`src/rtl/serial_sub_pkg.sv`:
```
// Shared types and constants for the bit-serial subtractor.
package serial_sub_pkg;

  // Default operand width used by the top level.
  localparam int DEFAULT_WIDTH = 4;

  // Controller states.
  typedef enum logic [1:0] {
    IDLE = 2'd0,
    RUN  = 2'd1,
    DONE = 2'd2
  } sub_state_t;

endpackage

```
`src/rtl/full_subtractor1.sv`:
```
// One-bit full-subtractor cell: D = A - B - Bin, borrow-out in Bout.
module full_subtractor1 (
  input  logic A,
  input  logic B,
  input  logic Bin,
  output logic D,
  output logic Bout
);

  // A borrow is needed when A is 0 and B is 1, or when A equals B and a borrow is incoming.
  always_comb begin
    D    = A ^ B ^ Bin;
    Bout = (~A & B) | (~(A ^ B) & Bin);
  end

endmodule

```
`src/rtl/serial_subtractor.sv`:
```
// Bit-serial unsigned subtractor, LSB first, one bit per clock, behind a
// start/busy/done handshake. A single 1-bit cell is reused for every bit and
// the borrow between bits is carried in a flop.
module serial_subtractor
  import serial_sub_pkg::*;
#(
  parameter int WIDTH = DEFAULT_WIDTH
) (
  input  logic             clk,
  input  logic             rst_n,
  input  logic             start,
  input  logic [WIDTH-1:0] A,
  input  logic [WIDTH-1:0] B,
  input  logic             Bin,
  output logic [WIDTH-1:0] D,
  output logic             Bout,
  output logic             busy,
  output logic             done
);

  localparam int CNT_W = (WIDTH > 1) ? $clog2(WIDTH) : 1;
  localparam logic [CNT_W-1:0] LAST_CNT = CNT_W'(WIDTH - 1);

  sub_state_t       r_state;
  sub_state_t       w_nextState;

  logic [WIDTH-1:0] r_aSh;
  logic [WIDTH-1:0] r_bSh;
  // Holds the WIDTH-1 difference bits already produced; the last bit comes
  // straight from the cell on the final edge.
  logic [WIDTH-2:0] r_dSh;
  logic             r_borrow;
  logic [CNT_W-1:0] r_cnt;
  logic [WIDTH-1:0] r_D;
  logic             r_Bout;

  logic             w_load;
  logic             w_step;
  logic             w_last;
  logic             w_d;
  logic             w_bo;
  logic [WIDTH-1:0] w_dFull;

  full_subtractor1 u_cell (
    .A    (r_aSh[0]),
    .B    (r_bSh[0]),
    .Bin  (r_borrow),
    .D    (w_d),
    .Bout (w_bo)
  );

  assign w_last  = (r_cnt == LAST_CNT);
  assign w_dFull = {w_d, r_dSh};
  assign D       = r_D;
  assign Bout    = r_Bout;

  // State register.
  always_ff @(posedge clk or negedge rst_n) begin
    if (!rst_n) begin
      r_state <= IDLE;
    end else begin
      r_state <= w_nextState;
    end
  end

  // Next-state logic and handshake outputs; start is only honoured in IDLE or DONE.
  always_comb begin
    w_nextState = r_state;
    w_load      = 1'b0;
    w_step      = 1'b0;
    busy        = 1'b0;
    done        = 1'b0;
    case (r_state)
      IDLE: begin
        if (start) begin
          w_load      = 1'b1;
          w_nextState = RUN;
        end
      end
      RUN: begin
        busy   = 1'b1;
        w_step = 1'b1;
        if (w_last) begin
          w_nextState = DONE;
        end
      end
      DONE: begin
        done = 1'b1;
        if (start) begin
          w_load      = 1'b1;
          w_nextState = RUN;
        end else begin
          w_nextState = IDLE;
        end
      end
      default: begin
        w_nextState = IDLE;
      end
    endcase
  end

  // Datapath: capture operands on accept, shift one bit per RUN edge, publish result on the last one.
  always_ff @(posedge clk or negedge rst_n) begin
    if (!rst_n) begin
      r_aSh    <= '0;
      r_bSh    <= '0;
      r_dSh    <= '0;
      r_borrow <= 1'b0;
      r_cnt    <= '0;
      r_D      <= '0;
      r_Bout   <= 1'b0;
    end else if (w_load) begin
      r_aSh    <= A;
      r_bSh    <= B;
      r_dSh    <= '0;
      r_borrow <= Bin;
      r_cnt    <= '0;
    end else if (w_step) begin
      r_aSh    <= {1'b0, r_aSh[WIDTH-1:1]};
      r_bSh    <= {1'b0, r_bSh[WIDTH-1:1]};
      r_dSh    <= w_dFull[WIDTH-1:1];
      r_borrow <= w_bo;
      if (w_last) begin
        r_D    <= w_dFull;
        r_Bout <= w_bo;
      end else begin
        r_cnt  <= r_cnt + 1'b1;
      end
    end
  end

endmodule
```
`config.mk`:
```
export PLATFORM = sky130hd
export DESIGN_NAME = serial_subtractor
export DESIGN_NICKNAME = d
export VERILOG_FILES = /design/src/rtl/serial_sub_pkg.sv /design/src/rtl/full_subtractor1.sv /design/src/rtl/serial_subtractor.sv
export SDC_FILE = /design/constraint.sdc
export NUM_CORES = 1
export LEC_CHECK = 0
export CORE_MARGIN = 5
export CORE_UTILIZATION = 40
export CTS_CLUSTER_SIZE = 20
export DETAILED_ROUTE_END_ITERATION = 7
export GPL_ROUTABILITY_DRIVEN = 0
export PLACE_DENSITY = 0.62
export REMOVE_ABC_BUFFERS = 1
export SYNTH_ARGS = -nofsm -noshare
export SYNTH_HDL_FRONTEND = slang
export SYNTH_SLANG_ARGS = --single-unit
export TNS_END_PERCENT = 5
```
`constraint.sdc`:
```
create_clock -name clk -period 3 [get_ports clk]
set_input_delay 0.3 -clock clk [delete_from_list [all_inputs] [get_ports clk]]
set_output_delay 0.3 -clock clk [all_outputs]
set_load 0.01 [all_outputs]
```
==> results of run 1 <==
-- cell families (layout without fill, tap and decap cells) --
kind of cell	Yosys count	after routing	synth area share
XOR/XNOR	1	1	0.008763
flip-flops	21	21	0.5257
adder cells (fa/ha/maj)	2	2	0.03254
multiplexers	9	9	0.1139
AND/OR/NAND/NOR	16	16	0.1026
AO/OA/AOI/OAI	23	23	0.1627
buffers and inverters	11	30	0.05381
-- power by group --
| group | switching (W) | internal (W) | total (W) |
|---|---|---|---|
| Clock | 0.0000859 | 0.0000518 | 0.000138 |
| Combinational | 0.000220 | 0.000308 | 0.000527 |
| Sequential | 0.000125 | 0.000412 | 0.000537 |
| Total | 0.000430 | 0.000772 | 0.00120 |
-- worst max-delay path, delay by kind of cell (launching register included) --
family / cells / cell delay (ns)
flip-flops: 1 / 0.79
buffers and inverters: 2 / 0.65
AND/OR/NAND/NOR: 1 / 0.19
-- layout make-up --
type / count / area, um2
Clock buffer: 4 / 26.28
Inverter: 8 / 30.03
Sequential cell: 21 / 525.5
Multi-Input combinational cell: 51 / 420.4
Timing Repair Buffer: 18 / 180.2
Fill cell: 246 / 1212
Tap cell: 30 / 37.54
-- state kept, by name (all words and copies together), names as in the netlist --
| register | cells |
|---|---|
| r_borrow | 1 |
| r_aSh | 4 |
| r_bSh | 4 |
| Bout | 1 |
| r_dSh | 3 |
| D | 4 |
| r_state | 2 |
| r_cnt | 2 |
-- through the flow --
stage / hold WS (ns) / cell area (um2) / cells / setup WS, ns / total power, W
after global placement: 0.4719 / 1194 / 128 / 1.166 / 0.001063
after floorplan: 0.004409 / 975.9 / 80 / 1.717 / 0.0008923
after global routing: 0.5265 / 1220 / 132 / 0.6367 / 0.001302
after detailed placement: 0.4807 / 1194 / 128 / 1.122 / 0.001079
final: 0.5005 / 1220 / 132 / 0.7752 / 0.001202
after CTS: 0.5086 / 1220 / 132 / 0.7665 / 0.001216
-- layer usage --
metal  up-vias  GRT usage
met1       321     0.1606
met4         0    0.02848
met2        18     0.1667
met3         2    0.04104
met5         -          0
li1        334          -
-- synth_stat cells, drive strengths merged --
cell    instances
a21o            1
nor2            2
nand3b          1
nor2b           5
buf             3
a211oi          3
o211ai          1
dfrtp          21
a22o            6
a21oi           7
fa              1
xor2            1
nand2b          2
o22ai           4
o21ai           1
ha              1
nand2           5
mux2i           2
nand3           1
inv             7
clkinv          1
mux2            7
-- worst max path at each step --
| stage | endpoint | cells after the start | slack (ns) | from |
|---|---|---|---|---|
| 3_5_place_dp | busy | 3 | 1.12 | r_state[0] |
| 3_3_place_gp | busy | 3 | 1.17 | r_state[0] |
| 6_report | busy | 3 | 0.78 | r_state[0] |
| 5_1_grt | busy | 3 | 0.64 | r_state[0] |
| 2_1_floorplan | r_borrow | 4 | 1.72 | r_bSh[0] |
| 4_1_cts | busy | 3 | 0.77 | r_state[0] |
==> key figures, run 1 <==
Run status
  – Outcome: finished clean

Placed design
  – Detailed placement HPWL: 1260 um
  – IO Port Bufs: 18

Layout
  – Antenna cells: 0
  – Final core occ: 0.5015
  – Area Overhead vs Synth: 22.03%
  – Leading cell type in the layout, fill and taps excluded: dfrtp_1
  – Layout cells sized above 1: 0.1275
  – Most frequent cells in the layout: 21 x dfrtp_1, 18 x clkdlybuf4s50_1, 7 x a21oi_1, 6 x inv_1, 6 x a22o_1
  – Nets: 117

Synth
  – Yosys reg bits: 21
  – Post-synthesis average cell area: 12.04 um2
  – Yosys cell types: 27
  – Ys Warns: 0
  – Sequential-to-total area share from yosys stat: 0.5257
  – Post-synthesis cell count: 83
  – Leading area contributor after synthesis: dfrtp_1
  – Top cells by area, synth: dfrtp_1 53%, mux2_4 6.0%, a22o_1 5.3%, a21oi_1 3.5%, mux2_1 3.4%
  – Synth top area share: 0.5257
  – Syn Std Cell Area: 999.7 um2

Routing
  – DR top layer: met4
  – Via-to-Cell Ratio: approximately 5.1
  – Antenna Nets Post-Route: 0
  – Vias: approximately 680
  – Pre-antenna DRT Iters: 4
  – Met2 wire length: 751 um
  – Iter 0 DRT Violations: 13
  – Metal3 WL: 113 um
  – Met1 WL: 864 um
  – Total routed wirelength: 1740 um
  – Routed WL per cell: 13.18 um
  – DRC Markers: 0

Worst setup path
  – Worst path arrival time: 1.92 ns
  – Crit path max-delay cell type: dfrtp_1
  – WS Path Type: register to primary output
  – Worst R2R Path Depth: 3
  – Crit-path cells: nand2b_2 > clkinv_1 > clkdlybuf4s50_1
  – CP max FO: 19
  – Startpoint types: register
  – Worst Path Required: 2.70 ns
  – RR Endpoint: r_dSh[2]
  – FF-to-FF Start: r_state[0]
  – R2r setup slk: 1.51 ns
  – CP max stage delay: 0.79 ns
  – Crit path capture type: primary output

Worst hold path
  – Hold EP: Bout
  – Worst Hold Depth: 2
  – Min-delay src: Bout
  – Worst min-delay path category: register to register

Timing
  – Setup TNS: 0 ns
  – Post-route minimum period: roughly 2.2 ns
  – Final setup viols: 0
  – Clk_skew: 0.003332 ns
  – Fmax: ~450 MHz
  – RSZ-0062 raised after global routing: no
  – Final Slew Violations: 0
  – Max-Slew Margin vs Limit: 0.3684
  – Measured slew at the worst slew-check pin: 0.9445 ns
  – Final period utilization: 0.7416
  – Final hold violation count: 0

Pwr
  – Leakage: 0.5632 nW
  – Pwr/cell area: 985.4 nW/um2
  – Peak supply drop: about 0.52 mV

Die
  – Die ar.: approximately 3600 um2
  – Core footprint: between 2000 and 2500 um2
  – I/O pin count: 19
  – Die width: 59.99 um
  – Initial core utilization: 0.4110
  – Row Count: 18
  – Die Ht: 59.99 um

Global routing
  – Largest net degree at the start of global routing: 22
  – Total GRT Usage: 0.1143
  – Vias in the first global route: between 600 and 700
  – First-pass GRT wire length: slightly above 3000 um
  – Antenna violations before repair: 0
  – Grt ovf: 0

Clock network
  – Clock Latency Late Sink: roughly 0.3 ns
  – CTS tree: yes
  – Hold buffers post-CTS: 0
  – Clock sink count: 21
  – Clock Pin Slew Worst Setup and Hold Paths: 0.12 ns
  – Clock buffer depth: 2
  – Clock buffer count from CTS: 3
  – CTS Root Buffer Type: clkbuf_4
  – Post-CTS resize count: 0
  – Post-CTS Setup Inserts: 0
  – CTS H-tree depth: 1

Flow run
  – Max Cap Viol: 0
Power figures use the tool's default switching activity.
==> run 2: changes to the inputs <==
clock period = 2.15 ns   (was 3 ns; I/O delays follow)
==> run 2 against run 1 <==
Count of clock-buffer cells in the layout stayed put. Setup slack worse by 0.56 ns. Power is 40% higher. Clock skew is 0.0026 ns lower. Global-route usage hardly changed. Cell count is 1.5% higher. Design area is 1.2% higher. Critical path depth stayed put. Critical path type unchanged. Largest cell class unchanged.
==> key figures, run 2 (synthesis results as in run 1) <==
Timing
  – Fmax: 516.4 MHz
  – Post-route minimum period: 1.936 ns
  – RSZ-0062 raised after global routing: no (unchanged)
  – Setup TNS: 0 ns (unchanged)
  – Final Slew Violations: 0 (unchanged)
  – Clk_skew: 0.0007699 ns (was 0.003332 ns)
  – Final hold violation count: 0 (unchanged)
  – Max-Slew Margin vs Limit: 0.7515 (was 0.3684)
  – Final period utilization: 0.9007
  – Final setup viols: 0 (unchanged)
  – Measured slew at the worst slew-check pin: 0.3728 ns (was 0.9445 ns)
  – Final WS setup: 0.2136 ns (was 0.7752 ns)

Routing
  – Vias: 659 (was 675)
  – Antenna Nets Post-Route: 0 (unchanged)
  – DRC Markers: 0 (unchanged)
  – Routed WL per cell: 12.59 um (was 13.18 um)
  – Iter 0 DRT Violations: 16 (was 13)
  – Total routed wirelength: 1687 um (was 1740 um)
  – Pre-antenna DRT Iters: 2 (was 4)
  – Via-to-Cell Ratio: 4.918 (was 5.114)

Layout
  – Most frequent cells in the layout: 21 x dfrtp_1, 18 x clkdlybuf4s50_1, 7 x a21oi_1, 6 x inv_1, 6 x a22o_1 (unchanged)
  – Final core occ: 0.5077 (was 0.5015)
  – Finished Layout Cells: 134 (was 132)
  – Antenna cells: 0 (unchanged)
  – Leading cell type in the layout, fill and taps excluded: dfrtp_1 (unchanged)
  – Nets: 119 (was 117)
  – Area Overhead vs Synth: 23.53% (was 22.03%)
  – Layout cells sized above 1: 0.1442 (was 0.1275)
  – Final Instance Area: 1235 um2 (was 1220 um2)

Die
  – Die Ht: 59.99 um (unchanged)
  – Row Count: 18 (unchanged)
  – Core footprint: 2432 um2 (unchanged)
  – Die ar.: 3599 um2 (unchanged)
  – Die width: 59.99 um (unchanged)
  – Initial core utilization: 0.4110 (unchanged)
  – I/O pin count: 19 (unchanged)

Global routing
  – Largest net degree at the start of global routing: 22 (unchanged)
  – Antenna violations before repair: 0 (unchanged)
  – Grt ovf: 0 (unchanged)
  – Total GRT Usage: 0.1140 (was 0.1143)
  – First-pass GRT wire length: 3091 um (was 3098 um)
  – Vias in the first global route: 688 (was 662)

Worst hold path
  – Worst min-delay path category: primary input to asynchronous set/reset pin (was register to register)

Clock network
  – Clock Latency Late Sink: 0.30 ns (about the same)
  – Clock buffer depth: 2 (unchanged)
  – CTS H-tree depth: 1 (unchanged)
  – Hold buffers post-CTS: 0 (unchanged)
  – Post-CTS resize count: 0 (unchanged)
  – Clock Pin Slew Worst Setup and Hold Paths: 0.11 ns (was 0.12 ns)
  – CTS tree: yes (unchanged)
  – Clock sink count: 21 (unchanged)
  – Post-CTS Setup Inserts: 0 (unchanged)
  – Clock buffer count from CTS: 3 (unchanged)
  – CTS Root Buffer Type: clkbuf_4 (unchanged)

Flow run
  – Max Cap Viol: 0 (unchanged)

Worst setup path
  – R2r setup slk: 0.77 ns (was 1.51 ns)
  – Startpoint types: register (unchanged)
  – CP max FO: 10 (was 19)
  – Worst Path Required: 1.93 ns (was 2.70 ns)
  – CP max stage delay: 0.53 ns (was 0.79 ns)
  – Crit-path cells: nand2b_2 > clkinv_1 > clkdlybuf4s50_1 (unchanged)
  – Crit path max-delay cell type: dfrtp_1 (unchanged)
  – Worst path arrival time: 1.72 ns (was 1.92 ns)
  – Worst R2R Path Depth: 4 (was 3)
  – WS Path Type: register to primary output (unchanged)
  – Crit path capture type: primary output (unchanged)

Pwr
  – Leakage: 0.5726 nW (was 0.5632 nW)
  – Peak supply drop: 0.5923 mV (was 0.5242 mV)
  – Pwr/cell area: 1362 nW/um2 (was 985.4 nW/um2)

Placed design
  – Dpl cells: 130 (was 128)
  – Setup slack after placement: 0.5333 ns (was 1.122 ns)
  – Placed instance area: 1209 um2 (was 1194 um2)
  – Detailed placement HPWL: 1322 um (was 1260 um)
  – IO Port Bufs: 18 (unchanged)

Run status
  – Outcome: finished clean (unchanged)
run 2: changes by cell type in the layout (fill, tap and decap cells not counted), sizes merged:
cell  before  now
buf        0    2
run 2: critical path: cells and delay by family (launching register included):
family	cells	cell delay, ns
buffers and inverters	2	0.61
DFF	1	0.53
and+or+nand+nor	1	0.29
run 2: final cells by class:
cell class	count	area, um2
Sequential cell	21	525.5
Clock buffer	4	26.28
Timing Repair Buffer	20	195.2
Inverter	8	30.03
Multi-Input combinational cell	51	420.4
Tap cell	30	37.54
Fill cell	228	1197
run 2: final timing paths:
kind                               to  startpoint
max                              busy  r_state[1]
min                              D[2]       rst_n
max reg2reg                  r_aSh[3]  r_state[0]
min reg2reg                      Bout        Bout
max in group asynchronous  r_state[1]       rst_n
min in group clk                 Bout        Bout
run 2: through the flow:
stage | hold slack (ns) | power [W]
after detailed placement | 0.4751 | 0.001526
after global routing | 0.2492 | 0.001844
after global placement | 0.4712 | 0.001502
after floorplan | -0.08059 | 0.001245
after CTS | 0.2342 | 0.001716
final | 0.2413 | 0.001682
run 2: power breakdown:
part	total [W]	internal, W	switching, W
clock	0.000183	0.0000723	0.000111
sequential	0.000720	0.000576	0.000144
combinational	0.000778	0.000442	0.000336
total	0.00168	0.00109	0.000591
run 2: per-layer routing:
layer / track usage / vias up / share of wire
li1: - / 337 / -
met1: 0.1516 / 304 / 0.49
met2: 0.1790 / 18 / 0.44
met3: 0.04320 / 0 / 0.070
met4: 0.01899 / 0 / 0
met5: 0 / - / 0
